### config.mk
export PLATFORM = sky130hd
export DESIGN_NAME = alu_cmd_sequencer
export DESIGN_NICKNAME = d
export VERILOG_FILES = /design/src/rtl/alu_cmd_sequencer.sv
export SDC_FILE = /design/constraint.sdc
export NUM_CORES = 1
export LEC_CHECK = 0
export CAP_MARGIN = 20
export CORE_UTILIZATION = 45
export DETAILED_ROUTE_END_ITERATION = 7
export GPL_TIMING_DRIVEN = 0
export PLACE_DENSITY = 0.83
export SKIP_LAST_GASP = 1
export SYNTH_ARGS = -nofsm -noshare
export SYNTH_HDL_FRONTEND = slang
export SYNTH_SLANG_ARGS = --single-unit
export TNS_END_PERCENT = 1
### constraint.sdc
create_clock -name clk -period 5.6 [get_ports clk]
set_input_delay 1.12 -clock clk [delete_from_list [all_inputs] [get_ports clk]]
set_output_delay 1.12 -clock clk [all_outputs]
set_load 0.05 [all_outputs]
### src/rtl/alu_cmd_sequencer.sv
// alu_cmd_sequencer: front-end controller for the 8-bit ALU.
// A command is entered in three button presses: opcode, then operand A,
// then operand B. The block drives the registered opcode and operands into
// the ALU. For the sequential multiply (opcode 12) it pulses mul_start and
// waits MUL_CYCLES cycles. It then captures the 16-bit ALU result into a
// held register and reports valid, busy and illegal-opcode status.
module alu_cmd_sequencer #(
  parameter int MUL_CYCLES = 8,   // cycles from mul_start to a stable product, >= 1
  parameter int OPCODE_MAX = 12   // highest legal opcode
) (
  input  logic        clk,
  input  logic        rst,
  input  logic        enter,
  input  logic        abort,
  input  logic [7:0]  switch,
  input  logic [15:0] alu_result,
  output logic [3:0]  alu_opcode,
  output logic [7:0]  alu_a,
  output logic [7:0]  alu_b,
  output logic        mul_start,
  output logic [15:0] result,
  output logic        result_valid,
  output logic        busy,
  output logic        err_illegal,
  output logic [2:0]  state_dbg
);

  typedef enum logic [2:0] {
    IDLE     = 3'd0,
    GET_A    = 3'd1,
    GET_B    = 3'd2,
    EXEC     = 3'd3,
    MUL_WAIT = 3'd4
  } state_e;

  // The down-counter only ever holds MUL_CYCLES-1 .. 0.
  localparam int CNT_W = (MUL_CYCLES > 1) ? $clog2(MUL_CYCLES) : 1;
  localparam logic [CNT_W-1:0] CNT_LOAD = CNT_W'(MUL_CYCLES - 1);
  localparam logic [CNT_W-1:0] CNT_ONE  = CNT_W'(1);
  localparam logic [CNT_W-1:0] CNT_ZERO = CNT_W'(0);
  // One extra bit so that an OPCODE_MAX of 15 or more makes every opcode legal.
  localparam logic [4:0] OP_MAX = 5'(OPCODE_MAX);
  localparam logic [3:0] MUL_OP = 4'd12;

  state_e            state_q;
  logic              enter_q;
  logic [3:0]        opcode_q;
  logic [7:0]        a_q;
  logic [7:0]        b_q;
  logic [15:0]       result_q;
  logic              valid_q;
  logic              err_q;
  logic [CNT_W-1:0]  cnt_q;

  logic              press_s;
  logic              legal_s;
  logic              is_mul_s;

  // Rising edge of the (already synchronised) button and opcode legality decode.
  always_comb begin
    press_s  = enter & ~enter_q;
    legal_s  = ({1'b0, switch[3:0]} <= OP_MAX);
    is_mul_s = (opcode_q == MUL_OP);
  end

  // Command FSM: step through entry, execution and capture; all held outputs live here.
  always_ff @(posedge clk or posedge rst) begin
    if (rst) begin
      state_q  <= IDLE;
      enter_q  <= 1'b0;
      opcode_q <= 4'd0;
      a_q      <= 8'd0;
      b_q      <= 8'd0;
      result_q <= 16'd0;
      valid_q  <= 1'b0;
      err_q    <= 1'b0;
      cnt_q    <= CNT_ZERO;
    end else begin
      // Registered every cycle so that holding the button yields one action only.
      enter_q <= enter;
      case (state_q)
        IDLE: begin
          // abort is meaningless here; a press is still honoured.
          if (press_s) begin
            valid_q <= 1'b0;
            if (legal_s) begin
              err_q    <= 1'b0;
              opcode_q <= switch[3:0];
              state_q  <= GET_A;
            end else begin
              // Illegal opcode: flag it and keep the previous opcode on the ALU.
              err_q <= 1'b1;
            end
          end
        end
        GET_A: begin
          if (abort) begin
            state_q <= IDLE;
          end else if (press_s) begin
            a_q     <= switch;
            state_q <= GET_B;
          end
        end
        GET_B: begin
          if (abort) begin
            state_q <= IDLE;
          end else if (press_s) begin
            b_q     <= switch;
            state_q <= EXEC;
          end
        end
        EXEC: begin
          // The operands have been on the ALU for one full cycle at this point.
          if (abort) begin
            state_q <= IDLE;
          end else if (is_mul_s) begin
            cnt_q   <= CNT_LOAD;
            state_q <= MUL_WAIT;
          end else begin
            result_q <= alu_result;
            valid_q  <= 1'b1;
            state_q  <= IDLE;
          end
        end
        MUL_WAIT: begin
          // Capture on the edge after the counter reaches zero: MUL_CYCLES after EXEC.
          if (abort) begin
            state_q <= IDLE;
          end else if (cnt_q == CNT_ZERO) begin
            result_q <= alu_result;
            valid_q  <= 1'b1;
            state_q  <= IDLE;
          end else begin
            cnt_q <= cnt_q - CNT_ONE;
          end
        end
        default: begin
          state_q <= IDLE;
        end
      endcase
    end
  end

  // Status decode from the state register; mul_start is withdrawn when aborted in EXEC.
  always_comb begin
    busy      = (state_q != IDLE);
    mul_start = (state_q == EXEC) && is_mul_s && !abort;
    state_dbg = state_q;
  end

  // Drive the held registers straight onto the output ports.
  always_comb begin
    alu_opcode   = opcode_q;
    alu_a        = a_q;
    alu_b        = b_q;
    result       = result_q;
    result_valid = valid_q;
    err_illegal  = err_q;
  end

endmodule

==> results.yml <==
logic_synthesis:
  synth_area_per_cell_um2: 13.8
  yosysSeqAreaShare_pct: 58.5
  synth_top_area_share_pct: 58.5
  ys_async_sr_fraction_pct: 100
  synthTopCellsByCount: "dfrtp_1 (45), mux2_2 (24), nor2_1 (10), mux2_4 (9), a21oi_1 (8)"
  syn_inst: 139
  ys_seq_elements: 45
  synthTopCellsByArea: "dfrtp_1 (59%), mux2_2 (14%), mux2_4 (7.0%)"
  yosysTopAreaCell: "dfrtp_1"
  ys_warn_count: 0
  synth_edf_count: 0
  synth.most_common_cell: "dfrtp_1"
  synth_top_flop_cell: "dfrtp_1"
  syn_area_mm2: 0.00192
  synth.distinct_cells: 31
  syn_nets: 169
worst_setup_path:
  cp_top_family: "buffers and inverters"
  cp.arrival_ns: 2.48
  crit_path_end_kind: "primary output"
  crit_path_cell_trace: "clkbuf_1, nor4_1, clkdlybuf4s50_1"
  crit_fanout: 9
  cp_slowest_cell: "clkdlybuf4s50_1"
  r2r-start: "alu_opcode[3]"
  required_ns: 4.48
  critical_path_class: "primary input to primary output"
  crit_path_start_kind: "primary input"
  cp_num_buf_inv: 2
  startpoint: "abort"
  crit_path_max_incr_delay_ns: 0.84
cts:
  holdBufCountCts: 0
  clock_sinks: 45
  cts_max_path_buffers: 2
  cts_buffers: 5
  cts_tree: "yes"
  worstSkewPairLatency_ns: 0.29
  root_buffer: "clkbuf_8"
  cts_resized: 0
  clk_pin_slew_ns: 0.08
  post_cts_buffers: 0
  htreeDepth: 2
global_route:
  grt_pass1_wl_um: 6530
  grt.total_usage_pct: 20.2
  grt_max_degree: 46
  grt.overflow.total: 0
  grt_pass1_vias: 1367
  antenna_found_initial: 0
sta:
  finClkSkew_ns: 0.00391
  max_clock_freq_mhz: 278
  setup_viol: 0
  min_period_ns: 3.60
  max-slew-margin-rel_pct: 39.1
  rsz0062_at_grt: "no"
  final.period_utilization_pct: 64.3
  setup_tns_ns: 0
  worst_pin_slew_ns: 0.912
  hold_viol_final: 0
  slew_viol_final: 0
job:
  drv_cap: 0
place:
  port_buffers: 69
  dp_hpwl_um: 3110
  globalplace.congestion: 0.822
  dp_cells: 258
power:
  comb_power_share_pct: 55.6
  clkPwrFrac_pct: 12.8
  p_leak_nw: 1.21
  p_switching_mw: 0.783
  p_sw_share_pct: 46.1
  p_int_mw: 0.914
  power.density_mw_per_mm2: 611
  seq_power_share_pct: 31.6
  ir_drop_mv: 0.461
finish:
  areaGrowthSynthToFinish_pct: 44.4
  fin_nets: 245
  antenna_cells: 0
  final_cells: 266
  utilization_pct: 68.5
  layout-drive-gt1-share_pct: 23.6
  n_fill_cell: 264
  multi_input_area_um2: 763
  seq_area_mm2: 0.00113
floorplanning:
  die_area_mm2: 0.00454
  coreArea_mm2: 0.00406
  io_pins: 71
  die_x_um: 67.4
  rows: 23
  fp.dieH_um: 67.4
  initial_core_util_pct: 47.4
status:
  status: "completed"
route:
  wire_per_inst_um: 16.0
  post_drt_via_cell_ratio: 5.21
  drtIter0Drc: 76
  vias: 1387
  dr.pass1.iters: 4
  drc: 0
  wirelength_um: 4260
  ant_nets: 0
worst_hold_path:
  hold_start: "err_illegal"
  min_path_type: "flop to flop"
-- area by class of cell --
type                       count  area share, %
inverter                       3          0.405
tap                           50           2.25
clock inverter                 1          0.180
sequential                    45           40.5
clock buffer                   7           3.47
multi-input combinational     89           27.5
timing repair buffer          69           24.9
buffer                         2          0.855
-- path summary, 6_finish.rpt --
check	endpoint	slack, ns	cells after the start
setup / recovery	mul_start	2.00	3
hold / removal	err_illegal	0.49	2
setup reg to reg	result[2]	3.57	5
hold reg to reg	err_illegal	0.49	2
max in group asynchronous	result[11]	3.67	2
min in group asynchronous	alu_b[5]	1.36	2
-- per-stage QoR --
step / cell area (um2) / power [mW] / hold WS (ns) / setup slack, ns
4_1_cts: 2780 / 1.70 / 0.494 / 1.99
3_5_place_dp: 2680 / 1.48 / 0.474 / 1.99
2_1_floorplan: 1920 / 1.15 / 0.505 / 1.60
5_1_grt: 2780 / 1.76 / 0.518 / 1.93
3_3_place_gp: 2680 / 1.46 / 0.461 / 1.99
6_report: 2780 / 1.70 / 0.487 / 2.00
-- state kept, by name (all words and copies together), names as in the netlist --
signal        count
state_dbg         3
enter_q           1
alu_b             8
cnt_q             3
alu_opcode        4
alu_a             8
result           16
result_valid      1
err_illegal       1
-- logic make-up (layout without fill, tap and decap cells) --
family                     after synthesis  count (layout)  share of synthesized area (%)
AOI/OAI and AO/OA                       22              22                           7.80
muxes                                   33              33                           21.1
and+or+nand+nor                         32              32                           9.49
buffers and inverters                    5              82                           1.82
adders and majority gates                2               2                           1.30
DFF                                     45              45                           58.5
-- routing by layer --
layer,vias up,routed length (um),GRT usage (%)
met3,2,225,6.25
met4,0,25,7.98
met2,57,2210,32.4
met1,681,1790,25.3
li1,647,-,-
met5,-,0,0
-- worst reg2reg max path, cell delays in order (launching register included) --
cell and delay, ns:
dfrtp_1 0.42, nand4bb_1 0.17, or3b_2 0.50, a21oi_4 0.33, buf_12 0.20, mux2_4 0.31
-- power by group through the flow --
| stage | combinational [mW] | sequential [mW] | clock (mW) |
|---|---|---|---|
| after floorplan | 0.189 | 0.963 | 0 |
| after global placement | 0.928 | 0.528 | 0 |
| after detailed placement | 0.947 | 0.537 | 0 |
| after CTS | 0.949 | 0.535 | 0.221 |
| after global routing | 0.975 | 0.552 | 0.236 |
| final | 0.944 | 0.535 | 0.217 |
-- placed cells by master (no fill, tap or decap), drive strengths merged, types with 2 or more instances in the layout --
master,Yosys,final
nor3,3,3
o21ai,3,3
ha,2,2
a31oi,3,3
clkbuf,1,8
clkdlybuf4s50,0,69
nor2b,3,3
nand2,4,4
a21oi,9,9
mux2,33,33
nand3,2,2
o32a,2,2
dfrtp,45,45
nor2,10,10
inv,3,3
or2,2,2
or3b,2,2
nand2b,2,2
(Power assumes the default switching activity.)
